File: config.mk
export PLATFORM = sky130hd
export DESIGN_NAME = best_arr_sender
export DESIGN_NICKNAME = d
export VERILOG_FILES = /design/src/rtl/best_arr_sender.sv
export SDC_FILE = /design/constraint.sdc
export NUM_CORES = 1
export LEC_CHECK = 0
export ABC_AREA = 1
export CAP_MARGIN = 20
export CELL_PAD_IN_SITES_DETAIL_PLACEMENT = 1
export CELL_PAD_IN_SITES_GLOBAL_PLACEMENT = 1
export CORE_MARGIN = 5
export CORE_UTILIZATION = 39
export CTS_CLUSTER_DIAMETER = 80
export DETAILED_ROUTE_END_ITERATION = 8
export GPL_TIMING_DRIVEN = 0
export PLACE_DENSITY_LB_ADDON = 0.15
export SLEW_MARGIN = 20
export SYNTH_ARGS = -nofsm -noshare
export SYNTH_HDL_FRONTEND = slang
export SYNTH_SLANG_ARGS = --single-unit
File: constraint.sdc
create_clock -name clk -period 3.69 [get_ports clk]
set_input_delay 0.738 -clock clk [delete_from_list [all_inputs] [get_ports clk]]
set_output_delay 0.738 -clock clk [all_outputs]
set_load 0.01 [all_outputs]
File: src/rtl/best_arr_sender.sv
// Streams the best-match index array to an output FIFO in block-interleaved order,
// reading a 1-cycle-latency memory through a 2-entry skid buffer.
module best_arr_sender #(
  parameter int unsigned DATA_WIDTH = 11,
  parameter int unsigned IDX_WIDTH  = 9,
  parameter int unsigned ROW_SIZE   = 26,
  parameter int unsigned COL_SIZE   = 19,
  parameter int unsigned BLOCKING   = 4,
  parameter int unsigned NUM_QUERYS = ROW_SIZE * COL_SIZE,
  parameter int unsigned AW         = $clog2(NUM_QUERYS)
) (
  input  logic                  clk,
  input  logic                  rst_n,
  input  logic                  send_best_arr,
  output logic                  busy,
  output logic                  send_done,
  output logic                  rd_en,
  output logic [AW-1:0]         rd_addr,
  input  logic [IDX_WIDTH-1:0]  rd_data,
  output logic                  out_fifo_wenq,
  output logic [DATA_WIDTH-1:0] out_fifo_wdata,
  input  logic                  out_fifo_wfull_n
);

  localparam int unsigned HALF    = ROW_SIZE / 2;
  localparam int unsigned XBLKS   = (HALF + BLOCKING - 1) / BLOCKING;
  localparam int unsigned LAST_XI = HALF - (XBLKS - 1) * BLOCKING;
  localparam int unsigned XW      = (XBLKS > 1) ? $clog2(XBLKS) : 1;
  localparam int unsigned YW      = (COL_SIZE > 1) ? $clog2(COL_SIZE) : 1;
  localparam int unsigned IW      = (BLOCKING > 1) ? $clog2(BLOCKING) : 1;

  typedef enum logic [1:0] {StIdle, StRun, StDrain} state_e;

  state_e               state_q, state_d;
  logic                 px_q, px_d;
  logic [XW-1:0]        x_q, x_d;
  logic [YW-1:0]        y_q, y_d;
  logic [IW-1:0]        xi_q, xi_d;
  logic                 inflight_q, inflight_d;
  logic [1:0]           cnt_q, cnt_d;
  logic [IDX_WIDTH-1:0] buf_q [2];
  logic [IDX_WIDTH-1:0] buf_d [2];
  logic                 done_q, done_d;

  logic       wenq;
  logic [2:0] occ;
  logic       room;
  logic       x_last, y_last, xi_last, last_rd, issue;
  logic [1:0] cnt_pop;

  assign wenq    = (cnt_q != 2'd0) && out_fifo_wfull_n;
  // Occupancy counts words already buffered plus the read whose data lands next edge.
  assign occ     = {1'b0, cnt_q} + {2'b0, inflight_q};
  assign room    = occ < (3'd2 + {2'b0, wenq});
  assign x_last  = x_q == XW'(XBLKS - 1);
  assign y_last  = y_q == YW'(COL_SIZE - 1);
  assign xi_last = x_last ? (xi_q == IW'(LAST_XI - 1)) : (xi_q == IW'(BLOCKING - 1));
  assign last_rd = px_q && x_last && y_last && xi_last;
  assign issue   = (state_q == StRun) && room;
  assign cnt_pop = cnt_q - {1'b0, wenq};

  assign busy           = state_q != StIdle;
  assign send_done      = done_q;
  assign rd_en          = issue;
  assign rd_addr        = AW'(32'(px_q) * HALF + 32'(y_q) * ROW_SIZE +
                              32'(x_q) * BLOCKING + 32'(xi_q));
  assign out_fifo_wenq  = wenq;
  assign out_fifo_wdata = DATA_WIDTH'(buf_q[0]);

  always_comb begin
    state_d    = state_q;
    px_d       = px_q;
    x_d        = x_q;
    y_d        = y_q;
    xi_d       = xi_q;
    done_d     = 1'b0;
    inflight_d = issue;
    cnt_d      = cnt_q + {1'b0, inflight_q} - {1'b0, wenq};
    buf_d      = buf_q;

    if (wenq) begin
      buf_d[0] = buf_q[1];
    end
    if (inflight_q) begin
      if (cnt_pop == 2'd0) buf_d[0] = rd_data;
      else                 buf_d[1] = rd_data;
    end

    // Innermost xi, then y, then x, then px; wraps to all-zero after the last read.
    if (issue) begin
      if (!xi_last) begin
        xi_d = xi_q + 1'b1;
      end else begin
        xi_d = '0;
        if (!y_last) begin
          y_d = y_q + 1'b1;
        end else begin
          y_d = '0;
          if (!x_last) begin
            x_d = x_q + 1'b1;
          end else begin
            x_d  = '0;
            px_d = ~px_q;
          end
        end
      end
    end

    unique case (state_q)
      StIdle: begin
        if (send_best_arr) begin
          state_d = StRun;
          px_d    = 1'b0;
          x_d     = '0;
          y_d     = '0;
          xi_d    = '0;
        end
      end
      StRun: begin
        if (issue && last_rd) state_d = StDrain;
      end
      StDrain: begin
        if (wenq && (cnt_q == 2'd1) && !inflight_q) begin
          state_d = StIdle;
          done_d  = 1'b1;
        end
      end
      default: state_d = StIdle;
    endcase
  end

  always_ff @(posedge clk) begin
    if (!rst_n) begin
      state_q    <= StIdle;
      px_q       <= 1'b0;
      x_q        <= '0;
      y_q        <= '0;
      xi_q       <= '0;
      inflight_q <= 1'b0;
      cnt_q      <= 2'd0;
      buf_q[0]   <= '0;
      buf_q[1]   <= '0;
      done_q     <= 1'b0;
    end else begin
      state_q    <= state_d;
      px_q       <= px_d;
      x_q        <= x_d;
      y_q        <= y_d;
      xi_q       <= xi_d;
      inflight_q <= inflight_d;
      cnt_q      <= cnt_d;
      buf_q      <= buf_d;
      done_q     <= done_d;
    end
  end

endmodule

==> reports/metrics.cfg <==
[cells_and_area]
final_common_cell=nand2_1
final_cell_mix=nand2_1, nor2_1, inv_1, dfxtp_1, clkdlybuf4s50_1
drive_gt1_share_pct=13.3
area_growth_pct=24.2
fin_area_sq_um=3010
antenna_cells=0
nNetsFinal=422

[worst_hold_path]
holdPathStages=2
worstHoldStart=buf_q[3]
min_path_type=flip-flop to flip-flop

[yosys]
synth_seq_area_share_pct=28.1
synth_cell_type_count=33
syn_avg_cell_area_sq_um=7.37
synth_seq_cells=34
yosysWarningCount=0
syn-cell-area_sq_um=2420
syn_inst=329

[place]
dpl-instance-area_sq_um=2860
place_ws_ns=-0.225
gp_congestion=0.729
dp_hpwl_mm=4.48
port_buffers=34

[timing]
finalClockSkew_ns=0.00540
setup_viol=0
slew_violations=0
finalHoldViolCount=0
rsz0062_at_grt=true
fmax_mhz=281
holdWs_ns=0.489
tns_ns=0
final.setup.worst_slack_ns=0.135
finalCritPeriodShare_pct=96.3
min_period_ns=3.55

[clock_network]
clk_pin_slew_ns=0.07
htree_levels=2
insertion_delay_ns=0.28
cts_sinks=34
cts_tree=yes
cts_made_buffers=5
clockRootBuffer=clkbuf_8
clock_path_buffers=2
cts_hold_buf=0

[worst_setup_path]
worstSetupPathType=flip-flop to primary output
worstPathArrival_ns=2.82
r2r_start=cnt_q[0]
end_kind=primary output
crit_path_start=y_q[0]
startpoint_type=flip-flop
cp_max_fo=4
required_ns=2.95
rr_worst_depth=10

[job]
max-cap-violations=0

[floorplan]
die_h_um=88.8
dieArea_sq_um=7890
core.rowCount=28
ios=37
core_sq_um=5990
die_w_um=88.8
initial_core_util_pct=40.5

[pwr]
netSwitchingFraction_pct=36.5
ir_drop_uv=370
total_power_mw=1.22
p_int_uw=778
power_density_nw_per_um2=407
switchingPower_uw=447
seq_power_share_pct=37.9
p_clk_share_pct=21.1
p_leak_nw=1.54
pwr-share-comb_pct=41.1

[routing]
drcViolationCount=0
ant_nets=0
via_per_inst=4.80
first_pass_iters=4
drtIter0Drc=32
vias=2161
route.final.wire_length_mm=5.56
wl_per_cell_um=12.4

[global_route]
grtUsageTotal_pct=15.6
grt_overflow=0
antenna_found_initial=0
grt_pass1_vias=2262
grt_max_degree=12
grt_pass1_wl_mm=9.73

[run_status]
outcome=finished clean

==> cell usage after synthesis, drive strengths merged <==
cell type,n,area [sq um]
a21o,1,7.51
a21oi,9,45.0
a31oi,1,6.26
and2,1,6.26
buf,13,98.8
clkbuf,1,3.75
clkinv,1,8.76
conb,1,3.75
dfxtp,34,681
fa,4,80.1
ha,30,375
inv,39,149
nand2,78,348
nand3,22,140
nand4,6,37.5
nor2,59,245
nor4,1,6.26
o21ai,19,95.1
xnor2,4,42.6
xor2,5,43.8
==> final timing paths <==
| kind | to | slack, ns |
|---|---|---|
| setup reg to reg | out_fifo_wdata[0] | 1.69 |
| hold reg to reg | buf_q[3] | 0.49 |
| hold / removal | buf_q[3] | 0.49 |
| setup / recovery | rd_addr[8] | 0.14 |
==> metal layers <==
layer | track usage (%) | vias up | wire length, um
li1 | - | 1120 | -
met1 | 16.2 | 1003 | 2270
met2 | 31.0 | 30 | 3040
met3 | 3.17 | 8 | 180
met4 | 4.53 | 0 | 70
met5 | 0 | - | 0
==> worst max-delay path, cell delays in order, from the launching register on <==
cell             delay [ns]
dfxtp_4                0.35
inv_1                  0.06
ha_1                   0.29
inv_2                  0.04
ha_1                   0.27
ha_2                   0.20
fa_2                   0.54
nand2_1                0.07
nor2_1                 0.09
nand2_1                0.06
nand3_2                0.08
and2_4                 0.14
nand3_1                0.06
nand2_1                0.06
clkdlybuf4s15_2        0.21
==> state kept, by name, indices dropped and copies added, names as in the netlist <==
name            flops
buf_q               9
cnt_q               2
inflight_q          1
out_fifo_wdata      9
px_q                1
send_done           1
state_q             2
x_q                 2
xi_q                2
y_q                 5
==> power groups by stage <==
stage / registers, mW / clock network (mW) / logic, mW
4_1_cts: 0.466 / 0.268 / 0.515
3_3_place_gp: 0.472 / 0 / 0.498
3_5_place_dp: 0.474 / 0 / 0.513
2_1_floorplan: 0.463 / 0 / 0.363
6_report: 0.464 / 0.258 / 0.503
5_1_grt: 0.473 / 0.284 / 0.565
==> logic make-up (layout without fill, tap and decap cells) <==
kind of cell | after synthesis | in the layout | synth area share, %
simple gates | 167 | 167 | 32.3
flops | 34 | 34 | 28.1
xor+xnor | 9 | 9 | 3.56
fa+ha+maj | 34 | 34 | 18.8
buf+inv | 54 | 99 | 10.7
compound gates | 30 | 30 | 6.35
other cells | 1 | 2 | 0.155
==> area by class of cell <==
class | count | area, sq um
repair buffers | 38 | 370
multi-input cells | 242 | 1520
well taps | 75 | 93.8
inverters | 40 | 158
clock buffers | 7 | 76.3
fillers | 777 | 2980
flip-flops and latches | 34 | 689
plain buffers | 14 | 103
==> repair_timing <==
| item | CTS | global route |
|---|---|---|
| pin swaps | 2 | 1 |
| gates resized for setup | 13 | 6 |
| buffers inserted | 2 | 2 |
| hold endpoints to repair | 0 | 0 |
| setup endpoints to repair | 4 | 3 |
==> through the flow <==
step,util [%],instances
2_1_floorplan,-,330
3_3_place_gp,47.8,439
3_5_place_dp,47.8,439
4_1_cts,49.6,448
5_1_grt,50.2,450
6_report,50.2,450
Note: power is estimated with default switching activity, not from simulation.
